[src/rtl/mlbx_cfg_sequencer.sv]
// mlbx_cfg_sequencer: run-time configuration controller for the 3-level
// NPC/NPP/ANPC switch decoder of the MLBX leg. Each accepted configuration
// is applied in four steps: park the leg at the zero level, blank all gates,
// hold the decoder while the new set loads, then release it.
//
// Optional feature macro: MLBX_CFG_ZERO_WAIT_EN
//   When defined, an accepted valid set waits in WAIT until the modulator
//   requests the zero level. The leg then parks at a natural zero crossing.
//   When undefined, WAIT does not exist and PARK follows validation directly.
//
// Handshake: a configuration transfers on a rising clk edge where
// cfg_valid && cfg_ready. cfg_ready is high only in RUN with no set pending
// validation. The cfg_* inputs are sampled on that edge, and ce is not
// required for the transfer. A master may hold cfg_valid high while busy. The
// transfer then happens in the first RUN cycle in which cfg_ready is high.
module mlbx_cfg_sequencer #(
  parameter int          TW     = 10,
  parameter int          SW     = 16,
  parameter logic [1:0]  V_ZERO = 2'd1
) (
  input  logic          clk,
  input  logic          rst,
  input  logic          ce,
  input  logic          cfg_valid,
  output logic          cfg_ready,
  input  logic [1:0]    cfg_npc_type,
  input  logic [1:0]    cfg_comm_type,
  input  logic [TW-1:0] cfg_t_short,
  input  logic [TW-1:0] cfg_t_off_on,
  input  logic [TW-1:0] cfg_t_on_offv0,
  input  logic [TW-1:0] cfg_t_offv0_on,
  input  logic [TW-1:0] cfg_t_off_oni0,
  input  logic [SW-1:0] cfg_settle,
  input  logic [1:0]    v_lev_in,
  output logic [1:0]    v_lev_out,
  output logic [1:0]    npc_type_out,
  output logic [1:0]    comm_type_out,
  output logic [TW-1:0] t_short_out,
  output logic [TW-1:0] t_off_on_out,
  output logic [TW-1:0] t_on_offv0_out,
  output logic [TW-1:0] t_offv0_on_out,
  output logic [TW-1:0] t_off_oni0_out,
  output logic          dec_hold,
  output logic          busy,
  output logic          cfg_err,
  output logic [2:0]    state_dbg
);

  typedef enum logic [2:0] {
    S_RUN     = 3'd0,
    S_PARK    = 3'd1,
    S_BLANK   = 3'd2,
    S_LOAD    = 3'd3,
    S_RELEASE = 3'd4,
    S_WAIT    = 3'd5
  } state_t;

  state_t        state;
  logic [SW-1:0] cnt;
  logic          pending;

  // Shadow copy of the most recently accepted configuration.
  logic [1:0]    sh_npc_type;
  logic [1:0]    sh_comm_type;
  logic [TW-1:0] sh_t_short;
  logic [TW-1:0] sh_t_off_on;
  logic [TW-1:0] sh_t_on_offv0;
  logic [TW-1:0] sh_t_offv0_on;
  logic [TW-1:0] sh_t_off_oni0;
  logic [SW-1:0] sh_settle;

  logic          accept;
  logic          set_ok;
  logic [SW-1:0] cnt_load;

  // Ready is withheld during the validation cycle, so a second offer cannot
  // overwrite the shadow set before it has been checked.
  assign cfg_ready = (state == S_RUN) && !pending;
  assign accept    = cfg_valid && cfg_ready;
  assign busy      = (state != S_RUN);
  assign state_dbg = state;
  assign set_ok    = (sh_t_short != '0) && (sh_settle != '0);
  // The counter runs settle-1 down to 0, giving settle ce-cycles per step.
  // settle is non-zero once validated, so the full SW range never wraps.
  assign cnt_load  = sh_settle - 1'b1;

  // Sequencer FSM. It owns the shadow latch and all registered outputs.
  always_ff @(posedge clk or negedge rst) begin
    if (!rst) begin
      state          <= S_RUN;
      cnt            <= '0;
      pending        <= 1'b0;
      sh_npc_type    <= '0;
      sh_comm_type   <= '0;
      sh_t_short     <= '0;
      sh_t_off_on    <= '0;
      sh_t_on_offv0  <= '0;
      sh_t_offv0_on  <= '0;
      sh_t_off_oni0  <= '0;
      sh_settle      <= '0;
      v_lev_out      <= V_ZERO;
      npc_type_out   <= '0;
      comm_type_out  <= '0;
      t_short_out    <= '0;
      t_off_on_out   <= '0;
      t_on_offv0_out <= '0;
      t_offv0_on_out <= '0;
      t_off_oni0_out <= '0;
      dec_hold       <= 1'b0;
      cfg_err        <= 1'b0;
    end else begin
      cfg_err <= 1'b0;
      if (accept) begin
        sh_npc_type   <= cfg_npc_type;
        sh_comm_type  <= cfg_comm_type;
        sh_t_short    <= cfg_t_short;
        sh_t_off_on   <= cfg_t_off_on;
        sh_t_on_offv0 <= cfg_t_on_offv0;
        sh_t_offv0_on <= cfg_t_offv0_on;
        sh_t_off_oni0 <= cfg_t_off_oni0;
        sh_settle     <= cfg_settle;
        pending       <= 1'b1;
      end
      if (ce) begin
        case (state)
          S_RUN: begin
            v_lev_out <= v_lev_in;
            if (pending) begin
              pending <= 1'b0;
              if (!set_ok) begin
                cfg_err <= 1'b1;
              end else begin
`ifdef MLBX_CFG_ZERO_WAIT_EN
                state <= S_WAIT;
`else
                state     <= S_PARK;
                cnt       <= cnt_load;
                v_lev_out <= V_ZERO;
`endif
              end
            end
          end
          S_WAIT: begin
            v_lev_out <= v_lev_in;
            if (v_lev_in == V_ZERO) begin
              state <= S_PARK;
              cnt   <= cnt_load;
            end
          end
          S_PARK: begin
            if (cnt == '0) begin
              state        <= S_BLANK;
              cnt          <= cnt_load;
              npc_type_out <= '0;
            end else begin
              cnt <= cnt - 1'b1;
            end
          end
          S_BLANK: begin
            if (cnt == '0) begin
              state          <= S_LOAD;
              dec_hold       <= 1'b1;
              comm_type_out  <= sh_comm_type;
              t_short_out    <= sh_t_short;
              t_off_on_out   <= sh_t_off_on;
              t_on_offv0_out <= sh_t_on_offv0;
              t_offv0_on_out <= sh_t_offv0_on;
              t_off_oni0_out <= sh_t_off_oni0;
            end else begin
              cnt <= cnt - 1'b1;
            end
          end
          S_LOAD: begin
            state        <= S_RELEASE;
            dec_hold     <= 1'b0;
            npc_type_out <= sh_npc_type;
            cnt          <= cnt_load;
          end
          S_RELEASE: begin
            if (cnt == '0) begin
              state <= S_RUN;
            end else begin
              cnt <= cnt - 1'b1;
            end
          end
          default: begin
            state     <= S_RUN;
            dec_hold  <= 1'b0;
            v_lev_out <= V_ZERO;
          end
        endcase
      end
    end
  end

endmodule

[config.mk]
export PLATFORM = sky130hd
export DESIGN_NAME = mlbx_cfg_sequencer
export DESIGN_NICKNAME = d
export VERILOG_FILES = /design/src/rtl/mlbx_cfg_sequencer.sv
export SDC_FILE = /design/constraint.sdc
export NUM_CORES = 1
export LEC_CHECK = 0
export ABC_AREA = 1
export CORE_MARGIN = 1
export CORE_UTILIZATION = 52
export DETAILED_ROUTE_END_ITERATION = 12
export GPL_ROUTABILITY_DRIVEN = 0
export HOLD_SLACK_MARGIN = 0.08
export PLACE_DENSITY = 0.84
export SETUP_SLACK_MARGIN = 0.2
export SKIP_CTS_REPAIR_TIMING = 1
export SLEW_MARGIN = 40
export SYNTH_ARGS = -nofsm -noshare
export SYNTH_HDL_FRONTEND = slang
export SYNTH_SLANG_ARGS = --single-unit
[constraint.sdc]
create_clock -name clk -period 1.92 [get_ports clk]
set_clock_uncertainty 0.15 [all_clocks]
set_input_delay 0.384 -clock clk [delete_from_list [all_inputs] [get_ports clk]]
set_output_delay 0.384 -clock clk [all_outputs]
set_load 0.05 [all_outputs]
After elaboration in Yosys (flattened, before gate mapping)
Index checks and enable logic that the tools add are counted.
Storage, ports and cells
  flip-flop bits (word level): 148
  word-level logic and storage cells: 86
Cells by class
  add/sub/neg operators: 2
  equal/unequal tests: 13
  multiplexer cells: 28
  bitwise logic cells: 2
  reduce and logical (&&, ||, !) cells: 20
Operators with widths (number)
  2-to-1 mux 16 bit: 5
  one-hot mux 16 bit (5 select lines): 1
  subtractor 16 x 1 -> 16 bit (second input constant): 2
  2-to-1 mux 3 bit: 6
  one-hot mux 3 bit (6 select lines): 1
  logical NOT 16 bit: 1
  nonzero test 16 bit: 1
  inequality test 2 bit (second input constant): 7
  nonzero test 10 bit: 1
  2-to-1 mux 1 bit: 9
  AND reduction 3 bit: 3
  OR reduction 4 bit: 2
  AND reduction 7 bit: 1
  equality test 3 x 2 -> 1 bit (second input constant): 2
  equality test 3 bit (second input constant): 2
  2-to-1 mux 2 bit: 3
  one-hot mux 2 bit (3 select lines): 1
  AND reduction 6 bit: 1
  nonzero test 5 bit: 1
  one-hot mux 2 bit (2 select lines): 1
  equality test 3 x 1 -> 1 bit (second input constant): 1
  logical AND 1 bit: 3
  logical NOT 3 bit: 1
  nonzero test 3 bit: 1
  other kinds (7): 8

Logic depth before layout (Yosys ltp)
  word-level depth: 7
  depth in mapped cells: 12
  gate-level depth less buffers: 11

Worst setup path before layout
No wires, ideal clock.
  path kind: register to register
  start point: register state[1], in the netlist state_dbg[1]
  end point: register sh_t_short[7]
  setup time: 0.116 ns
  data arrival time: 2.012 ns
  data required time: 1.654 ns
  setup slack: -0.359 ns
  cell stages (with the launch flop): 11
  cell sequence: dfrtp_1 nor2_2 nand2_2 inv_2 nand2_2 inv_2 nand2_2 buf_2 buf_4 nand2_1 nand2_1
On the way
  longest elaborated chain between the ends: 3
Ends and longest elaborated chain
  start, declared: line 58  | state_t state;
  start signal, assigned: line 90  | state <= S_RUN;
  start signal, assigned: line 136  | state <= S_PARK;
  start signal, assigned: line 146  | state <= S_PARK;
  logical NOT 3 bit: line 78  | assign cfg_ready = (state == S_RUN) && !pending;
  logical AND 1 bit: line 78
  via cfg_ready: line 25  | output logic cfg_ready,
  logical AND 1 bit: line 79  | assign accept = cfg_valid && cfg_ready;
  end signal, assigned: line 116  | sh_t_short <= cfg_t_short;
  end, declared: line 65  | logic [TW-1:0] sh_t_short;
The timed path passes the listed nets, and every way through them passes these cells.
A chain may end at the register's enable or synchronous reset.

Worst setup path after layout
  start point: register state[1], in the netlist state_dbg[1]
  end point: output port cfg_ready
On the way
  longest elaborated chain between the ends: 2
Ends and longest elaborated chain (line)
  logical NOT 3 bit: 78
  logical AND 1 bit: 78
  end, declared: 25
No other way between the ends.

==> flow_metrics.py <==
metrics = {
    "worst_setup_path": {
        "worstSetupPathType": "register to primary output",
        "reg2reg_depth": 10,
        "path_max_fanout": 5,
        "worstPathRequired_ns": 1.39,
        "cp-start-kind": "register",
        "worstPathArrival_ns": 1.55,
        "cp-end-kind": "primary output",
    },
    "global_route": {
        "antenna_found_initial": 0,
        "grt_max_degree": 65,
        "overflow": 0,
        "grt_pass1_wl_um": 28150,
        "grtUsageTotal": 0.2751,
        "grt_pass1_vias": 5824,
    },
    "power": {
        "seqPwrFrac": 0.304,
        "p_int_mw": 9.621,
        "report.power.total_mw": 16.83,
        "pwr-share-comb": 0.482,
        "p_clk_frac": 0.214,
        "switching_share": 0.4283,
        "p_leak_nw": 5.611,
        "power.density_nw_per_um2": 1542,
        "switchingPower_mw": 7.206,
        "vdd_drop_max_mv": 0.9498,
    },
    "synthesis": {
        "synth_area_per_cell_um2": 7.763,
        "synth-seq-area-share": 0.5460,
        "synthAdderAreaFrac": 0.005532,
        "synth-seq-cells": 148,
        "synth_compound_area_frac": 0.04260,
        "synth_edf_count": 0,
        "synth_area_um2": 6785,
        "ys.warnings.count": 0,
        "ys.flop_type": "dfrtp_1",
        "synth_xor_xnor_area_share": 0.01678,
        "synth_top_family_by_area": "simple AND/OR/NAND/NOR gates",
        "synth.distinct_cells": 34,
        "syn_nets": 953,
        "synth_simple_gate_area_frac": 0.3332,
        "async_flop_share": 1.000,
        "synth_cells": 874,
        "muxShareOfSynthArea": 0,
    },
    "sta": {
        "worst_slack_ns": -0.1612,
        "slew_headroom": 0.6771,
        "finalCriticalPeriod_ns": 2.081,
        "post-route-period-util": 1.084,
        "grt_setup_unrepaired": "true",
        "fin_setup_tns_ns": -4.186,
        "tightest_slew_ns": 0.4844,
        "maxSlewViolCount": 0,
        "setup_viol": 79,
        "max_freq_mhz": 480.5,
        "hold_viol_final": 0,
    },
    "detailed_routing": {
        "ant_nets": 0,
        "drt-initial-drc-count": 846,
        "first_pass_iters": 8,
        "routed-via-count": 7443,
        "finalWirelength_um": 27350,
        "routed_via_density": 5.788,
        "routedWlPerCell_um": 21.27,
        "drc_errors": 0,
    },
    "clock_network": {
        "clockRootBuffer": "clkbuf_16",
        "cts_buffers": 17,
        "cts.clk_slew.worst_paths_ns": 0.06,
        "clock-sinks": 148,
        "htree_levels": 4,
        "cts_tree": "yes",
        "insertion_delay_ns": 0.43,
        "clk_path_buf_depth": 2,
    },
    "placement": {
        "portBuffers": 138,
        "placed_area_um2": 8546,
        "dp_hpwl_um": 11520,
        "placed_cells": 1189,
    },
    "die": {
        "core_area_um2": 12670,
        "start_util": 0.5355,
        "die_area_um2": 13510,
        "io_pins": 139,
        "die_h_um": 116.2,
        "fp-row-count": 41,
        "fp.dieW_um": 116.2,
    },
    "finish": {
        "layout-drive-gt1-share": 0.3375,
        "areaGrowthSynthToFinish_pct": 60.83,
        "antenna_cells": 0,
        "stdcell_count": 1286,
        "design_area_um2": 10910,
        "largestRegisters": "cnt (16), sh_settle (16)",
        "finish.utilization": 0.8613,
        "fillCellCount": 562,
        "fin_nets": 1180,
    },
    "status": {
        "failed_checks": "negative setup slack",
        "status": "complete, but fails checks",
    },
    "job": {
        "cap_viol_max_count": 0,
    },
    "worst_hold_path": {
        "hp-class": "input pin to asynchronous set/reset pin",
    },
}
worst max-delay path: stages (launching register included):
cell and delay (ns):
dfrtp_4 0.51, nor2_4 0.19, nand2_8 0.09, inv_8 0.07
nand2_8 0.05, inv_8 0.06, buf_12 0.13
through the flow:
stage | setup slack (ns) | hold slack (ns)
after floorplan | 0.07364 | -0.06159
after global placement | 0.03448 | 0.2142
after detailed placement | -0.01535 | 0.2054
after CTS | -0.1847 | -0.2323
after global routing | -0.2154 | 0.3401
final | -0.1612 | 0.3267
power by group through the flow:
stage | sequential [mW] | combinational (mW) | clock (mW)
4_1_cts | 4.86 | 5.66 | 3.54
6_report | 5.12 | 8.11 | 3.60
3_3_place_gp | 4.84 | 5.43 | 0
3_5_place_dp | 4.89 | 5.57 | 0
2_1_floorplan | 5.21 | 3.55 | 0
5_1_grt | 5.18 | 8.68 | 3.73
layout by cell type (no fill, tap or decap), types with 3 or more instances in the layout:
| cell type | netlist | routed |
|---|---|---|
| inv_2 | 3 | 8 |
| clkinvlp_4 | 0 | 3 |
| nand2_4 | 1 | 33 |
| o21ai_1 | 12 | 29 |
| nand3_2 | 1 | 6 |
| a21oi_2 | 0 | 3 |
| xnor2_1 | 3 | 3 |
| inv_1 | 55 | 45 |
| inv_4 | 0 | 3 |
| nor2_4 | 1 | 13 |
| nor3_1 | 4 | 4 |
| nand4_4 | 0 | 3 |
| o21ai_2 | 0 | 9 |
| clkdlybuf4s50_1 | 0 | 74 |
| nand2_8 | 0 | 4 |
| clkbuf_16 | 0 | 33 |
| bufinv_16 | 0 | 4 |
| dfrtp_2 | 0 | 8 |
| xor2_1 | 10 | 10 |
| buf_12 | 0 | 25 |
| dfrtp_1 | 147 | 138 |
| nor2_2 | 5 | 4 |
| nand3_1 | 31 | 25 |
| buf_6 | 2 | 10 |
| buf_4 | 3 | 102 |
| nand2_1 | 457 | 348 |
| clkbuf_1 | 10 | 3 |
| buf_8 | 0 | 6 |
| nand2_2 | 6 | 80 |
| nand4_1 | 4 | 4 |
| nor2_1 | 46 | 35 |
| o21ai_0 | 38 | 12 |
layer usage:
layer  wire (um)  GRT usage  up-vias
met4        1686     0.1009        0
met3        2598    0.07992      157
met1        9703     0.3394     3556
met2       13360     0.4604      573
met5           0          0        -
li1            -          -     3157
cells by family (layout without fill, tap and decap cells):
group	count (synthesis)	in the layout
compound gates	57	57
xor+xnor	13	13
fa+ha+maj	3	3
buf+inv	89	327
flops	148	148
simple gates	564	566
final cells by class:
type                            count  area, um2  area share
Sequential cell                   148       3719      0.3407
Timing Repair inverter              1      16.27    0.001490
Tap cell                          172      215.2     0.01972
Inverter                           59      256.5     0.02350
Timing Repair Buffer              235       2648      0.2426
Clock inverter                     11      173.9     0.01594
Multi-Input combinational cell    639       3435      0.3147
Clock buffer                       21      450.4     0.04127
path summary, 6_finish.rpt:
| check | slack [ns] | endpoint | startpoint |
|---|---|---|---|
| setup / recovery | -0.16 | cfg_ready | state_dbg[1] |
| hold / removal | 0.33 | cnt[8] | rst |
| setup reg to reg | -0.12 | t_on_offv0_out[4] | cnt[5] |
| hold reg to reg | 0.34 | sh_npc_type[1] | sh_npc_type[1] |
| max in group asynchronous | 0.74 | sh_t_offv0_on[4] | rst |
| min in group clk | 0.33 | sh_t_offv0_on[0] | cfg_t_offv0_on[0] |
synth_stat cells (2+ instances only):
cell type    n  area [um2]
a21oi_1      5       25.02
buf_2       14       70.07
buf_4        3       22.52
buf_6        2       22.52
clkbuf_1    10       37.54
dfrtp_1    147        3679
ha_1         3       37.54
inv_1       55       206.5
inv_2        3       11.26
nand2_1    457        1715
nand2_2      6       37.54
nand3_1     31       155.2
nand4_1      4       25.02
nand4_2      2       25.02
nor2_1      46       172.7
nor2_2       5       31.28
nor3_1       4       20.02
nor3_2       2       20.02
o21ai_0     38       190.2
o21ai_1     12       60.06
xnor2_1      3       26.28
xor2_1      10       87.58
(Power assumes the default switching activity.)
